### src/rtl/audio_event_arbiter.sv
// rtl/audio_event_arbiter.sv - speaker arbiter playing TONE1/GAP/TONE2 for the highest-priority pending sound source
//
// Ports:
//   clk          system clock
//   rst_n        asynchronous active-low reset
//   trig         per-source level trigger; a rising edge requests playback
//   mute         forces speaker_out low without touching sequencing
//   speaker_out  square-wave audio output
//   busy         high while in TONE1, GAP or TONE2
//   active_src   index of the playing source; holds its last value when idle
//   done         one-cycle pulse on the final TONE2 cycle of a completed sequence
//
// Optional macro AUDIO_ARB_PREEMPT_EN: a pending source with a higher index than
// the playing one aborts the current sequence and starts directly in TONE1.

module audio_event_arbiter #(
  parameter int NUM_SRC = 4,
  parameter int HALF_W = 18,
  parameter logic [NUM_SRC*HALF_W-1:0] HALF_PERIODS =
    {18'd128061, 18'd113636, 18'd95556, 18'd63776},
  parameter int TONE1_CYC = 3125000,
  parameter int GAP_CYC = 3125000,
  parameter int TONE2_CYC = 6250000,
  parameter int DUR_W = 24
) (
  input  logic                       clk,
  input  logic                       rst_n,
  input  logic [NUM_SRC-1:0]         trig,
  input  logic                       mute,
  output logic                       speaker_out,
  output logic                       busy,
  output logic [$clog2(NUM_SRC)-1:0] active_src,
  output logic                       done
);

  localparam int SW = $clog2(NUM_SRC);
  localparam logic [DUR_W-1:0] T1_LAST  = DUR_W'(TONE1_CYC - 1);
  localparam logic [DUR_W-1:0] GAP_LAST = DUR_W'(GAP_CYC - 1);
  localparam logic [DUR_W-1:0] T2_LAST  = DUR_W'(TONE2_CYC - 1);

  typedef enum logic [1:0] {IDLE, TONE1, GAP, TONE2} state_t;

  state_t             state;
  logic [NUM_SRC-1:0] trig_prev;
  logic [NUM_SRC-1:0] pending;
  logic [NUM_SRC-1:0] edges;
  logic [NUM_SRC-1:0] grant_mask;
  logic [DUR_W-1:0]   timer;
  logic [HALF_W-1:0]  hcnt;
  logic [HALF_W-1:0]  half_per;
  logic               tone_bit;
  logic               any_pend;
  logic [SW-1:0]      top_src;
  logic               phase_end;
  logic               preempt;
  logic               grant;

  assign edges = trig & ~trig_prev;

  // Ascending scan: the last set bit seen is the highest-priority request.
  always_comb begin
    top_src  = '0;
    any_pend = 1'b0;
    for (int i = 0; i < NUM_SRC; i++) begin
      if (pending[i]) begin
        top_src  = SW'(i);
        any_pend = 1'b1;
      end
    end
  end

  always_comb begin
    half_per = HALF_PERIODS[int'(active_src)*HALF_W +: HALF_W];
  end

  always_comb begin
    case (state)
      TONE1:   phase_end = (timer == T1_LAST);
      GAP:     phase_end = (timer == GAP_LAST);
      TONE2:   phase_end = (timer == T2_LAST);
      default: phase_end = 1'b0;
    endcase
  end

`ifdef AUDIO_ARB_PREEMPT_EN
  assign preempt = (state != IDLE) && any_pend && (top_src > active_src);
`else
  assign preempt = 1'b0;
`endif

  assign grant      = any_pend && ((state == IDLE) || preempt);
  assign grant_mask = grant ? (NUM_SRC'(1) << top_src) : '0;

  always_ff @(posedge clk or negedge rst_n) begin
    if (!rst_n) begin
      state      <= IDLE;
      trig_prev  <= '0;
      pending    <= '0;
      timer      <= '0;
      hcnt       <= '0;
      tone_bit   <= 1'b0;
      active_src <= '0;
    end else begin
      trig_prev <= trig;
      // A new edge on the bit being granted wins over the clear.
      pending   <= (pending & ~grant_mask) | edges;
      if (grant) begin
        active_src <= top_src;
        state      <= TONE1;
        timer      <= '0;
        hcnt       <= '0;
        tone_bit   <= 1'b0;
      end else begin
        case (state)
          TONE1, TONE2: begin
            if (phase_end) begin
              state    <= (state == TONE1) ? GAP : IDLE;
              timer    <= '0;
              hcnt     <= '0;
              tone_bit <= 1'b0;
            end else begin
              timer <= timer + DUR_W'(1);
              if (hcnt == half_per - HALF_W'(1)) begin
                hcnt     <= '0;
                tone_bit <= ~tone_bit;
              end else begin
                hcnt <= hcnt + HALF_W'(1);
              end
            end
          end
          GAP: begin
            if (phase_end) begin
              state <= TONE2;
              timer <= '0;
            end else begin
              timer <= timer + DUR_W'(1);
            end
          end
          default: begin
            timer <= '0;
          end
        endcase
      end
    end
  end

  // Tone bit starts at 0, so every tone phase begins with a high half-period.
  assign speaker_out = ((state == TONE1) || (state == TONE2)) & ~tone_bit & ~mute;
  assign busy        = (state != IDLE);
  assign done        = (state == TONE2) && phase_end && !preempt;

endmodule

### config.mk
export PLATFORM = sky130hd
export DESIGN_NAME = audio_event_arbiter
export DESIGN_NICKNAME = d
export VERILOG_FILES = /design/src/rtl/audio_event_arbiter.sv
export SDC_FILE = /design/constraint.sdc
export NUM_CORES = 1
export LEC_CHECK = 0
export CORE_UTILIZATION = 65
export DETAILED_ROUTE_END_ITERATION = 16
export GPL_TIMING_DRIVEN = 0
export PLACE_DENSITY_LB_ADDON = 0.08
export SYNTH_ARGS = -nofsm -noshare
export SYNTH_HDL_FRONTEND = slang
export SYNTH_SLANG_ARGS = --single-unit
### constraint.sdc
create_clock -name clk -period 4.8 [get_ports clk]
set_input_delay 0.96 -clock clk [delete_from_list [all_inputs] [get_ports clk]]
set_output_delay 0.96 -clock clk [all_outputs]
set_load 0.02 [all_outputs]
==> results by group <==
Status
  – Status: finished, final reports clean

Critical path
  – Worst-path fanout max: 9
  – Internal reg-to-reg setup slack: ~2 ns
  – CP endpoint kind: primary output
  – Startpoint Class: flip-flop
  – WS Path Type: reg -> out
  – Critical path arrival: about 2.8 ns
  – Data required time of the worst path: approximately 3.8 ns

Logic synthesis
  – Main combinational cell family by area after synthesis: simple AND/OR/NAND/NOR gates
  – Synth Area in Compound Gates: 0.0580
  – Fraction of registers with async set/reset: 1.00
  – Synth Register Bits: 55
  – Top FF cell, synth: dfrtp_1
  – Mapped Area: 3090 um^2
  – Syn_nets: 346
  – Ys Warns: 0
  – Sequential fraction of the synthesis area: 0.446
  – Mux cell area share after synthesis: 0.0134
  – Xor/xnor share of the synthesized area: 0.128
  – Mean Syn Cell Area: ~9.5 um^2
  – EDFF count, synth: 0
  – Post-Syn Instances: 325
  – Simple-gate share of the synthesized area: 0.263
  – Netlist cell types: 43
  – Adder-Cell Fraction of Synth Area: 0.0568

Job
  – Max-cap violations: 0

Clocking
  – Maximum clock insertion buffer count: 2
  – Hold Buf Count CTS: 0
  – CTS tree: yes
  – Postcts setup bufs: 0
  – CTS clk-pin slew, worst paths: 0.10 ns
  – H-Tree Depth: 2
  – Worst-Skew Late Latency: 0.31 ns
  – CTS Buf Count: 5
  – Resize count post-CTS: 0
  – Clock sink count: between 50 and 60
  – CTS root buffer: clkbuf_8

Global route
  – Largest net degree at the start of global routing: 33
  – First-pass GRT wire length: approximately 10000 um
  – Grt ovf: 0
  – Total global routing track utilization: 0.264
  – Vias in the first global route: between 2000 and 2500
  – Initial antenna violation count: 0

Finish
  – Layout area overhead: 10.5%
  – Layout cells sized above 1: 0.0551
  – Final Util: 0.767
  – Antenna diode count: 0
  – Layout Nets: ~370
  – Fin area: ~3400 um^2

Route
  – Via density: 6.01
  – Drt first-iter violations: between 150 and 200
  – Met3 routed WL: 158 um
  – Detailed Route WL: 5980 um
  – Number of remaining DRC errors: 0
  – Drt first pass iters: 6
  – Wirelength per Cell: roughly 15 um
  – Routed length on met1: between 2000 and 3000 um
  – Vias: between 2000 and 2500
  – Final ANT Viol Nets: 0
  – Highest Signal Layer: met4
  – Met2 wire length: roughly 3100 um

Floorplanning
  – Io pins: 12
  – Core ar.: approximately 4400 um^2
  – Die width: approximately 71 um
  – Die Area: slightly above 5000 um^2
  – Initial Util: 0.694
  – Die height: roughly 70 um
  – # rows: 24

Min path
  – Hold Crit Class: reg -> reg

STA
  – Final min period: between 3 and 4 ns
  – Setup TNS: 0 ns
  – Fmax: roughly 0.26 GHz
  – Relative slew slack: 0.394
  – Least-Margin Pin Slew: between 0.8 and 0.9 ns
  – Final worst path period share: 0.786
  – Worst Skew: 0.00381 ns
  – Hold Violations, Final: 0
  – RSZ-0062 raised after global routing: false
  – Number of max-slew violations in the final report: 0
  – Final setup fails: 0

Placement
  – IO Port Bufs: 11
  – Post-DP HPWL: 4380 um
  – Placed Area: roughly 3300 um^2
  – GP Congestion: a little over 0.8

Power and ir drop
  – Static leakage: about 0.0014 uW
  – PwrDens: ~250 nW/um^2
  – Peak VDD IR: between 0.0002 and 0.00025 V
-- logic make-up after synthesis --
| kind of cell | count (synthesis) |
|---|---|
| AO/OA/AOI/OAI | 28 |
| buffers and inverters | 26 |
| AND/OR/NAND/NOR | 153 |
| XOR/XNOR | 45 |
| multiplexers | 4 |
| adder cells (fa/ha/maj) | 14 |
| flip-flops | 55 |
-- registers in the layout (all words and copies together) (netlist names) --
register and flops:
hcnt 18, pending 4, state 2, timer 24, trig_prev 4, tone_bit 1
active_src 2
-- worst max-delay path: stages, from the launching register on --
cell and delay [ns]:
dfrtp_1 0.42, ha_1 0.20, buf_2 0.17, nor4b_1 0.37, o2111ai_1 0.18, nor3_1 0.38
and2_1 0.19, clkdlybuf4s50_1 0.59
-- Yosys cell counts, types with 2 or more instances --
library cell,number,area [um^2]
nor4b_1,2,17.5
nor4_1,9,56.3
mux2i_1,3,30.0
nand3_1,23,115
or4_1,3,22.5
o2111ai_1,2,17.5
nand4_1,9,56.3
nand2_1,17,63.8
and3b_1,2,17.5
a21oi_1,4,20.0
o21ai_0,15,75.1
xnor2_1,32,280
nor4bb_1,2,20.0
clkbuf_1,9,33.8
nor3_1,28,140
nor3b_1,3,22.5
and3_1,2,12.5
xor2_1,13,114
dfrtp_1,55,1380
nor2_1,37,139
clkbuf_2,2,10.0
and4_1,4,35.0
ha_1,14,175
or3_1,4,25.0
inv_1,13,48.8
-- worst paths after layout --
kind / startpoint / end / depth (start not counted)
worst max-delay path: state[0]$_DFFE_PN0P_ / done / 7
worst min-delay path: trig_prev[2]$_DFF_PN0_ / pending[2]$_DFF_PN0_ / 1
worst max register to register: state[0]$_DFFE_PN0P_ / timer[22]$_DFF_PN0_ / 9
worst min register to register: trig_prev[2]$_DFF_PN0_ / pending[2]$_DFF_PN0_ / 1
max in group asynchronous: rst_n / timer[16]$_DFF_PN0_ / 2
min in group asynchronous: rst_n / hcnt[8]$_DFFE_PN0P_ / 1
-- per-layer routing --
layer	vias to the layer above	track usage
met5	-	0
met2	40	0.472
met4	0	0.0800
met3	6	0.0427
li1	1180	-
met1	1160	0.330
-- report_power, final --
| group | switching, uW | internal [uW] | leakage [uW] |
|---|---|---|---|
| Clock | 150 | 209 | 0.0000654 |
| Sequential | 0.341 | 465 | 0.000708 |
| Combinational | 11.0 | 6.55 | 0.000666 |
-- per-stage QoR --
step / instances / hold slack, ns / worst slack (ns) / power [uW]
final: 397 / 0.428 / 1.03 / 841
after global routing: 397 / 0.450 / 0.834 / 865
after CTS: 397 / 0.428 / 1.01 / 846
after detailed placement: 389 / 0.415 / 1.35 / 492
after global placement: 388 / 0.403 / 1.14 / 491
after floorplan: 325 / 0.400 / 2.17 / 476
-- cell type report --
type | instances | area [um^2]
multi-input combinational | 244 | 1600
clock inverter | 2 | 60.1
clock buffer | 6 | 72.6
buffer | 13 | 60.1
inverter | 13 | 48.8
sequential | 55 | 1380
timing repair buffer | 12 | 125
fill | 328 | 1040
tap | 52 | 65.1
-- cells in the final DEF (no fill, tap or decap), types with 2 or more instances in the layout --
cell	count
a21oi_1	4
and3_1	2
and3b_1	2
and4_1	4
buf_2	2
bufinv_16	2
clkbuf_1	10
clkbuf_2	2
clkbuf_8	5
clkdlybuf4s50_1	10
dfrtp_1	55
ha_1	14
inv_1	13
mux2i_1	3
nand2_1	17
nand3_1	23
nand4_1	9
nor2_1	37
nor3_1	28
nor3b_1	3
nor4_1	9
nor4b_1	2
nor4bb_1	2
o2111ai_1	2
o21ai_0	15
or3_1	4
or4_1	3
xnor2_1	32
xor2_1	13
Note: power is estimated with default switching activity, not from simulation.
